==> src/rtl/uart_rx_controller.sv <==
// uart_rx_controller: sequences a uart_receiver datapath and buffers its good bytes.
// Synchronises the serial line, times mid-bit sample ticks for each frame,
// judges the stop bit and queues good bytes in a first-word-fall-through FIFO.
// Optional build macro UART_RX_BREAK_DETECT_EN adds break detection: an all-zero
// frame with a framing error pulses break_detect. After a break, new frames are
// held off until the line has been high for one bit time.
module uart_rx_controller #(
    parameter int CLKS_PER_BIT = 16,
    parameter int FIFO_DEPTH   = 4
) (
    input  logic                          clk,
    input  logic                          reset,
    input  logic                          uart_rx,
    input  logic                          rx_enable,
    output logic                          rx_line,
    output logic                          baud_rate_signal,
    input  logic [7:0]                    rcv_data,
    input  logic                          rcv_valid,
    output logic [7:0]                    out_data,
    output logic                          out_valid,
    input  logic                          out_ready,
    output logic [$clog2(FIFO_DEPTH):0]   fifo_count,
    output logic                          framing_error,
    output logic                          overrun,
    output logic                          busy,
    output logic                          break_detect
);
    localparam int TW = $clog2(CLKS_PER_BIT);
    localparam int AW = $clog2(FIFO_DEPTH);
    localparam int CW = AW + 1;
    // The timer counts down to zero and the tick is registered one clock later.
    // Loading half-bit minus two therefore lands the first tick exactly half a
    // bit after the edge-detect cycle.
    localparam logic [TW-1:0] FIRST_LOAD = TW'(CLKS_PER_BIT / 2 - 2);
    localparam logic [TW-1:0] BIT_LOAD   = TW'(CLKS_PER_BIT - 1);

    typedef enum logic {HUNT, FRAME} state_t;

    state_t          state;
    logic            sync_meta;
    logic            line_d;
    logic [TW-1:0]   timer;
    logic [3:0]      tick_cnt;
    logic            rearm_hold;
    logic            start_edge;
    logic            stop_tick;
    logic            push;
    logic            pop;
    logic            full;
    logic            accept;
    logic [AW-1:0]   wr_ptr;
    logic [AW-1:0]   rd_ptr;
    logic [7:0]      mem [FIFO_DEPTH];

    assign start_edge = state == HUNT && line_d && !rx_line && rx_enable && !rearm_hold;
    assign stop_tick  = state == FRAME && baud_rate_signal && tick_cnt == 4'd9;
    assign push       = stop_tick && rcv_valid;
    assign pop        = out_valid && out_ready;
    assign full       = fifo_count == CW'(FIFO_DEPTH);
    assign accept     = push && (!full || pop);
    assign busy       = state == FRAME;
    assign out_valid  = fifo_count != '0;
    assign out_data   = out_valid ? mem[rd_ptr] : 8'h00;

    // Two-flop synchroniser plus a delayed copy for falling-edge detection.
    always_ff @(posedge clk or posedge reset) begin
        if (reset) begin
            sync_meta <= 1'b1;
            rx_line   <= 1'b1;
            line_d    <= 1'b1;
        end else begin
            sync_meta <= uart_rx;
            rx_line   <= sync_meta;
            line_d    <= rx_line;
        end
    end

    // Frame sequencer: hunts for a start edge, then issues ten mid-bit ticks.
    always_ff @(posedge clk or posedge reset) begin
        if (reset) begin
            state            <= HUNT;
            timer            <= '0;
            tick_cnt         <= '0;
            baud_rate_signal <= 1'b0;
            framing_error    <= 1'b0;
        end else begin
            framing_error <= stop_tick && !rcv_valid;
            if (state == HUNT) begin
                baud_rate_signal <= 1'b0;
                if (start_edge) begin
                    state    <= FRAME;
                    timer    <= FIRST_LOAD;
                    tick_cnt <= '0;
                end
            end else begin
                baud_rate_signal <= timer == '0;
                timer            <= timer == '0 ? BIT_LOAD : timer - 1'b1;
                if (baud_rate_signal) begin
                    tick_cnt <= tick_cnt + 4'd1;
                    // A high line at the start-bit sample is a glitch; drop it silently.
                    if ((tick_cnt == 4'd0 && rx_line) || tick_cnt == 4'd9) begin
                        state            <= HUNT;
                        baud_rate_signal <= 1'b0;
                    end
                end
            end
        end
    end

    // FIFO pointers, occupancy and overrun flag; a full FIFO still accepts a push alongside a pop.
    always_ff @(posedge clk or posedge reset) begin
        if (reset) begin
            wr_ptr     <= '0;
            rd_ptr     <= '0;
            fifo_count <= '0;
            overrun    <= 1'b0;
        end else begin
            overrun    <= push && full && !pop;
            wr_ptr     <= accept ? wr_ptr + 1'b1 : wr_ptr;
            rd_ptr     <= pop ? rd_ptr + 1'b1 : rd_ptr;
            fifo_count <= fifo_count + CW'(accept) - CW'(pop);
        end
    end

    // FIFO storage; contents need no reset because occupancy gates the output.
    always_ff @(posedge clk) begin
        if (accept)
            mem[wr_ptr] <= rcv_data;
    end

`ifdef UART_RX_BREAK_DETECT_EN
    logic [TW-1:0] high_cnt;

    // Break flag and re-arm hold-off: waits for one full bit time of idle-high line.
    always_ff @(posedge clk or posedge reset) begin
        if (reset) begin
            break_detect <= 1'b0;
            rearm_hold   <= 1'b0;
            high_cnt     <= '0;
        end else begin
            break_detect <= stop_tick && !rcv_valid && rcv_data == 8'h00;
            if (stop_tick && !rcv_valid && rcv_data == 8'h00) begin
                rearm_hold <= 1'b1;
                high_cnt   <= '0;
            end else if (rearm_hold) begin
                high_cnt   <= !rx_line || high_cnt == BIT_LOAD ? '0 : high_cnt + 1'b1;
                rearm_hold <= !(rx_line && high_cnt == BIT_LOAD);
            end
        end
    end
`else
    assign break_detect = 1'b0;
    assign rearm_hold   = 1'b0;
`endif

endmodule

==> config.mk <==
export PLATFORM = sky130hd
export DESIGN_NAME = uart_rx_controller
export DESIGN_NICKNAME = d
export VERILOG_FILES = /design/src/rtl/uart_rx_controller.sv
export SDC_FILE = /design/constraint.sdc
export NUM_CORES = 1
export LEC_CHECK = 0
export ABC_AREA = 1
export BUFFER_PORTS_ARGS = -buffer_cell sky130_fd_sc_hd__buf_2
export CAP_MARGIN = 30
export CORE_MARGIN = 1
export CORE_UTILIZATION = 50
export CTS_CLUSTER_DIAMETER = 100
export CTS_CLUSTER_SIZE = 20
export DETAILED_ROUTE_END_ITERATION = 6
export PLACE_DENSITY_LB_ADDON = 0.05
export SYNTH_ARGS = -nofsm -noshare
export SYNTH_HDL_FRONTEND = slang
export SYNTH_SLANG_ARGS = --single-unit
==> constraint.sdc <==
create_clock -name clk -period 3.8 [get_ports clk]
set_input_delay 0.76 -clock clk [delete_from_list [all_inputs] [get_ports clk]]
set_output_delay 0.76 -clock clk [all_outputs]
set_load 0.005 [all_outputs]
==> key figures, run 1 <==
Status
  • Status: completed

Detailed routing
  • Drt total wl: slightly above 4000 microns
  • Detailed router's first-iteration violation count: roughly 140
  • Post-DRT Antenna Nets: 0
  • Number of vias per cell: about 5.0
  • Via count: 1553
  • DRC: 0
  • WL per Instance: 13.0 microns
  • TritonRoute pass-1 iters: 4

Logic synthesis
  • Synthesized area per cell: ~11 sq um
  • Post-Syn Area: 0.00243 sq mm
  • Flops & latches, synth: 54
  • Synth unique cells: 25
  • Synth area leaders: edfxtp_1 (39%), dfrtp_1 (20%), nor2_1 (7.7%)
  • Number of synthesized flops with an enable pin: 32
  • Top post-synthesis cells by count: nor2_1 (50), edfxtp_1 (32), nand2_1 (27), inv_1 (23)
  • Cell taking the most area after synthesis: edfxtp_1
  • Most common cell in the synthesized netlist: nor2_1
  • Async set-reset flop share out of synthesis: 40.7%
  • Top_reg_cell synth: edfxtp_1
  • Seq/Total Area, Yosys: 62.3%
  • Synthesized instance count: 226
  • Top cell type's share of synthesized area: 39.5%
  • Synth warn: 0
  • Syn nets: 251

Worst setup path
  • Data required time at the worst endpoint: around 3000 ps
  • R2r setup slk: roughly 1600 ps
  • Worst r2r dst: fifo_count[2]$_DFF_PP0_
  • Crit. Startpoint: rd_ptr[0]$_DFFE_PP0N_
  • Max FO, Critical Path: 18
  • Crit. End Element: primary output
  • Worst Setup EP: out_data[4]
  • WP data arrival: 1830 ps
  • Worst r2r path cells: 10
  • Reg-to-reg startpoint: tick_cnt[1]$_DFFE_PP0P_
  • Setup crit start kind: flop
  • WS Path Type: flop to primary output

Global route
  • Pin count of the biggest net entering global routing: 23
  • Initial antenna violation count: 0
  • Tot GR Track Use: 17.5%
  • Vias in the first global route: 1452
  • First-pass GRT wire length: 6830 microns
  • Grt total ovfl: 0

Power and ir drop
  • Design Power: ~1.4 mW
  • Worst vdd ir: 315 uV
  • PD cells: 523 mW/mm^2
  • P_leak: 1.20 nW

Cells and area
  • Nets@finish: 282
  • Fin util: a little under three fifths
  • Fin area: 0.00267 sq mm
  • P&R area growth vs syn: 9.77%
  • Antenna Cells: 0
  • Layout Cells excl Fill: 312
  • Share of cells above drive strength 1: between 10% and 20%

Place
  • PortBufs: 30
  • Cells after DPL: 304
  • Hpwl dp: 2740 microns
  • Pre-CTS WS: 1430 ps
  • GP Congestion: a little under 0.8
  • Placed instance area: 0.00258 sq mm

STA
  • Setup TNS Final: 0 ps
  • Max Slew Vio Count: 0
  • Worst hold slack: 360 ps
  • Fmax: 0.385 GHz
  • Worst slew pin tran: ~840 ps
  • RSZ-0062 raised after global routing: no
  • Clk_skew: approximately 4.8 ps
  • Crit path time final: 2590 ps
  • Max_slew headroom: 43.7%
  • Finish-stage setup viols: 0
  • Final Hold Viols: 0
  • Final worst-path setup slack: 1210 ps
  • Final period util: about two thirds

Clock network
  • CTS tree: done
  • Clock buffer count from CTS: 5
  • Clk_lat worst skew: 290 ps
  • Sink Count: 54
  • Post_cts resized: 0
  • Setup Fix Bufs, Post-CTS: 0
  • Clk buf depth: 2
  • # hold bufs at CTS: 0
  • Root Buffer: clkbuf_8
  • H-Tree Depth: 2
  • Clk slew on worst S/H paths: around 90 ps

Floorplanning
  • Initial core utilization: 51.9%
  • Die Ht: 71.8 microns
  • Chip width: 71.8 microns
  • Die ar.: 0.00515 sq mm
  • # IOs: 32
  • FP Rows: 25
  • Core area: 0.00469 sq mm

Run
  • Max Cap Viol: 0

Hold path
  • Hold WC Path Type: flop to flop
-- worst max-delay path: stages, from the launching register on --
cell and delay (ps):
dfrtp_1 760, inv_2 290, o21ai_0 250, a21oi_1 100, buf_2 140
-- cell families after synthesis --
kind of cell	Yosys count	synth area share [%]
AND/OR/NAND/NOR	95	17.7
flip-flops	54	62.3
AO/OA/AOI/OAI	32	6.58
buffers and inverters	31	6.58
adder cells (fa/ha/maj)	11	5.96
XOR/XNOR	2	0.720
other	1	0.154
-- area by class of cell --
| class | instances | area [sq um] |
|---|---|---|
| clock buffer | 6 | 72.6 |
| clock inverter | 2 | 13.8 |
| fill | 405 | 2020 |
| inverter | 25 | 93.8 |
| multi-input combinational | 141 | 758 |
| sequential | 54 | 1520 |
| tap | 54 | 67.6 |
| timing repair buffer | 30 | 150 |
-- cells in the final DEF (no fill, tap or decap), types with 2 or more instances in the layout --
| cell | Yosys | routed |
|---|---|---|
| buf_2 | 1 | 30 |
| a21oi_1 | 11 | 11 |
| dfrtp_1 | 19 | 19 |
| nand4_1 | 3 | 3 |
| o21ai_1 | 2 | 2 |
| inv_2 | 2 | 2 |
| xor2_1 | 2 | 2 |
| inv_1 | 23 | 23 |
| edfxtp_1 | 32 | 32 |
| nor2_1 | 50 | 50 |
| nand2_2 | 2 | 2 |
| clkbuf_8 | 0 | 5 |
| nand3_4 | 2 | 2 |
| o21ai_0 | 19 | 19 |
| nand2_1 | 27 | 27 |
| nand3_1 | 8 | 8 |
| ha_1 | 10 | 10 |
| dfstp_2 | 3 | 3 |
-- flip-flops by register name, indices dropped and copies added, names as in the netlist --
| name | count |
|---|---|
| overrun | 1 |
| baud_rate_signal | 1 |
| rx_line | 1 |
| fifo_count | 3 |
| sync_meta | 1 |
| wr_ptr | 2 |
| tick_cnt | 4 |
| busy | 1 |
| mem | 32 |
| rd_ptr | 2 |
| timer | 4 |
| line_d | 1 |
| framing_error | 1 |
-- layer usage --
layer / up-vias / global-route usage, % / wire [microns]
li1: 802 / - / -
met1: 715 / 24.9 / 1960
met2: 34 / 27.0 / 1900
met3: 2 / 4.64 / 179
met4: 0 / 4.58 / 25
met5: - / 0 / 0
-- worst min-delay path by stage --
| stage | to | start | cells after the start | slack (ps) |
|---|---|---|---|---|
| detailed placement | rx_line$_DFF_PP1_ | sync_meta$_DFF_PP1_ | 0 | 350 |
| CTS | rx_line$_DFF_PP1_ | sync_meta$_DFF_PP1_ | 0 | 360 |
| floorplan | rx_line$_DFF_PP1_ | sync_meta$_DFF_PP1_ | 0 | 350 |
| global route | rx_line$_DFF_PP1_ | sync_meta$_DFF_PP1_ | 0 | 370 |
| finish | rx_line$_DFF_PP1_ | sync_meta$_DFF_PP1_ | 0 | 360 |
| global placement | rx_line$_DFF_PP1_ | sync_meta$_DFF_PP1_ | 0 | 350 |
-- where the power goes --
part | switching, mW | internal, mW
combinational | 0.215 | 0.163
sequential | 0.0694 | 0.653
clock | 0.168 | 0.130
total | 0.452 | 0.946
No activity file was read; power rests on OpenSTA's default activity.
==> run 2: changes to the inputs <==
clock period = 2.7 ns   (was 3.8 ns; I/O delays follow)
==> key figures, run 2 (synthesis results as in run 1) <==
Floorplanning
  • # IOs: 32 (unchanged)
  • Initial core utilization: 51.9% (unchanged)
  • Die Ht: 71.8 microns (unchanged)
  • FP Rows: 25 (unchanged)
  • Core area: 0.00469 sq mm (unchanged)
  • Chip width: 71.8 microns (unchanged)
  • Die ar.: 0.00515 sq mm (unchanged)

Cells and area
  • Share of cells above drive strength 1: 19.8% (was 18.6%)
  • Most frequent cells in the layout: nor2_1 (50), edfxtp_1 (32), buf_2 (30), nand2_1 (27), inv_1 (23) (unchanged)
  • Fin area: 0.00270 sq mm (was 0.00267 sq mm)
  • Max FFs per register: 32 (unchanged)
  • P&R area growth vs syn: 11.1% (was 9.77%)
  • Layout Cells excl Fill: 317 (was 312)
  • Commonest non-fill, non-tap cell in the layout: nor2_1 (unchanged)
  • Area of the multi-input gates: 758 sq um (unchanged)
  • Fin util: 57.6% (was 56.9%)
  • Antenna Cells: 0 (unchanged)
  • Nets@finish: 287 (was 282)
  • Register with the most flip-flops: mem (unchanged)
  • Register area: 0.00152 sq mm (unchanged)
  • Leading registers by flop count: mem: 32 flops, tick_cnt: 4 flops, timer: 4 flops (unchanged)
  • # fillers: 416 (was 405)

Detailed routing
  • Metal-1 WL: 1960 microns (about the same)
  • Drt total wl: 4130 microns (was 4070 microns)
  • Post-DRT Antenna Nets: 0 (unchanged)
  • WL per Instance: 13.0 microns (about the same)
  • Met3 wire len: 114 microns (was 179 microns)
  • TritonRoute pass-1 iters: 4 (unchanged)
  • DR WL met2: 2020 microns (was 1900 microns)
  • Via count: 1580 (was 1553)
  • Detailed router's first-iteration violation count: 65 (was 137)
  • DRC: 0 (unchanged)
  • Number of vias per cell: 4.98 (about the same)
  • Highest routed layer: met4 (unchanged)

Clock network
  • # hold bufs at CTS: 0 (unchanged)
  • Setup Fix Bufs, Post-CTS: 0 (unchanged)
  • Root Buffer: clkbuf_8 (unchanged)
  • Clk buf depth: 2 (unchanged)
  • Sink Count: 54 (unchanged)
  • Post_cts resized: 0 (unchanged)
  • Clock buffer count from CTS: 5 (unchanged)
  • CTS tree: done (unchanged)
  • H-Tree Depth: 2 (unchanged)
  • Clk_lat worst skew: 290 ps (about the same)
  • Clk slew on worst S/H paths: 90 ps (about the same)

Global route
  • Vias in the first global route: 1535 (was 1452)
  • Pin count of the biggest net entering global routing: 23 (unchanged)
  • First-pass GRT wire length: 7000 microns (was 6830 microns)
  • Tot GR Track Use: 18.3% (was 17.5%)
  • Grt total ovfl: 0 (unchanged)
  • Initial antenna violation count: 0 (unchanged)

Status
  • Status: completed (unchanged)

STA
  • Final worst-path setup slack: 503 ps (was 1210 ps)
  • Final period util: just over 80%
  • Setup TNS Final: 0 ps (unchanged)
  • Max_slew headroom: 45.5% (was 43.7%)
  • Fmax: 0.455 GHz
  • Finish-stage setup viols: 0 (unchanged)
  • Final Hold Viols: 0 (unchanged)
  • RSZ-0062 raised after global routing: no (unchanged)
  • Worst hold slack: 335 ps (was 360 ps)
  • Clk_skew: 5.75 ps (was 4.83 ps)
  • Worst slew pin tran: 816 ps (was 843 ps)
  • Max Slew Vio Count: 0 (unchanged)
  • Crit path time final: roughly 2200 ps

Worst setup path
  • WS Path Type: flop to flop (was flop to primary output)
  • Delay-heaviest family, CP: adder cells (was flip-flops)
  • Crit-path most repeated cell: ha_1
  • Setup crit start kind: flop (unchanged)
  • Max FO, Critical Path: 7 (was 18)
  • Crit-path slowest cell: dfrtp_1 (unchanged)
  • Crit. End Element: flop (was primary output)
  • Crit-path cells: inv_1 -> ha_1 -> nand3_4 -> nor2_8 -> nand3_4 -> ha_1 -> inv_1 -> ha_1 -> fa_1 -> xor2_1 (was inv_2 -> o21ai_0 -> a21oi_1 -> buf_2)
  • WP data arrival: 2380 ps (was 1830 ps)
  • Crit-path max cell delay: 400 ps (was 760 ps)
  • Data required time at the worst endpoint: 2880 ps (was 3040 ps)
  • Bufs and invs on worst path: 2 (unchanged)

Power and ir drop
  • P_leak: 1.22 nW (was 1.20 nW)
  • PD cells: 729 mW/mm^2 (was 523 mW/mm^2)
  • Design Power: 1.97 mW (was 1.40 mW)
  • Worst vdd ir: 428 uV (was 315 uV)

Hold path
  • Hold WC Path Type: input pin to flop (was flop to flop)

Place
  • Pre-CTS WS: 511 ps (was 1430 ps)
  • GP Congestion: 0.787 (was 0.775)
  • Cells after DPL: 309 (was 304)
  • PortBufs: 30 (unchanged)
  • Placed instance area: 0.00262 sq mm (was 0.00258 sq mm)
  • Hpwl dp: 2860 microns (was 2740 microns)

Run
  • Max Cap Viol: 0 (unchanged)
## run 2: path summary, 6_finish.rpt
check,from,end,slack [ps],cells after the start
worst min-delay path,uart_rx,sync_meta$_DFF_PP1_,330,1
worst max-delay path,tick_cnt[1]$_DFFE_PP0P_,fifo_count[2]$_DFF_PP0_,500,10
min in group asynchronous,reset,framing_error$_DFF_PP0_,390,2
max in group asynchronous,reset,fifo_count[1]$_DFF_PP0_,1810,2
worst min register to register,sync_meta$_DFF_PP1_,rx_line$_DFF_PP1_,360,0
worst max register to register,tick_cnt[1]$_DFFE_PP0P_,fifo_count[2]$_DFF_PP0_,500,10
## run 2: worst register-to-register path: stages, from the launching register on
cell	delay, ps
dfrtp_1	400
inv_1	90
ha_1	190
nand3_4	120
nor2_8	130
nand3_4	100
ha_1	290
inv_1	40
ha_1	180
fa_1	370
xor2_1	170
## run 2: report_power, final
group	switching [mW]	leakage, nW	total [mW]	internal (mW)
logic	0.323	0.639	0.563	0.239
registers	0.0753	0.543	0.995	0.920
clock network	0.236	0.0426	0.414	0.179
total	0.634	1.22	1.97	1.34
## run 2: layer usage
layer	up-vias	track usage, %
met1	744	24.3
li1	805	-
met2	27	30.0
met3	4	4.22
met4	0	6.10
met5	-	0
## run 2: layout make-up
type / instances / share of cell area [%]
clock inverters: 2 / 0.324
multi-input cells: 141 / 28.0
inverters: 25 / 3.47
clock buffers: 6 / 2.68
flip-flops and latches: 54 / 56.0
well taps: 54 / 2.50
repair buffers: 35 / 6.94
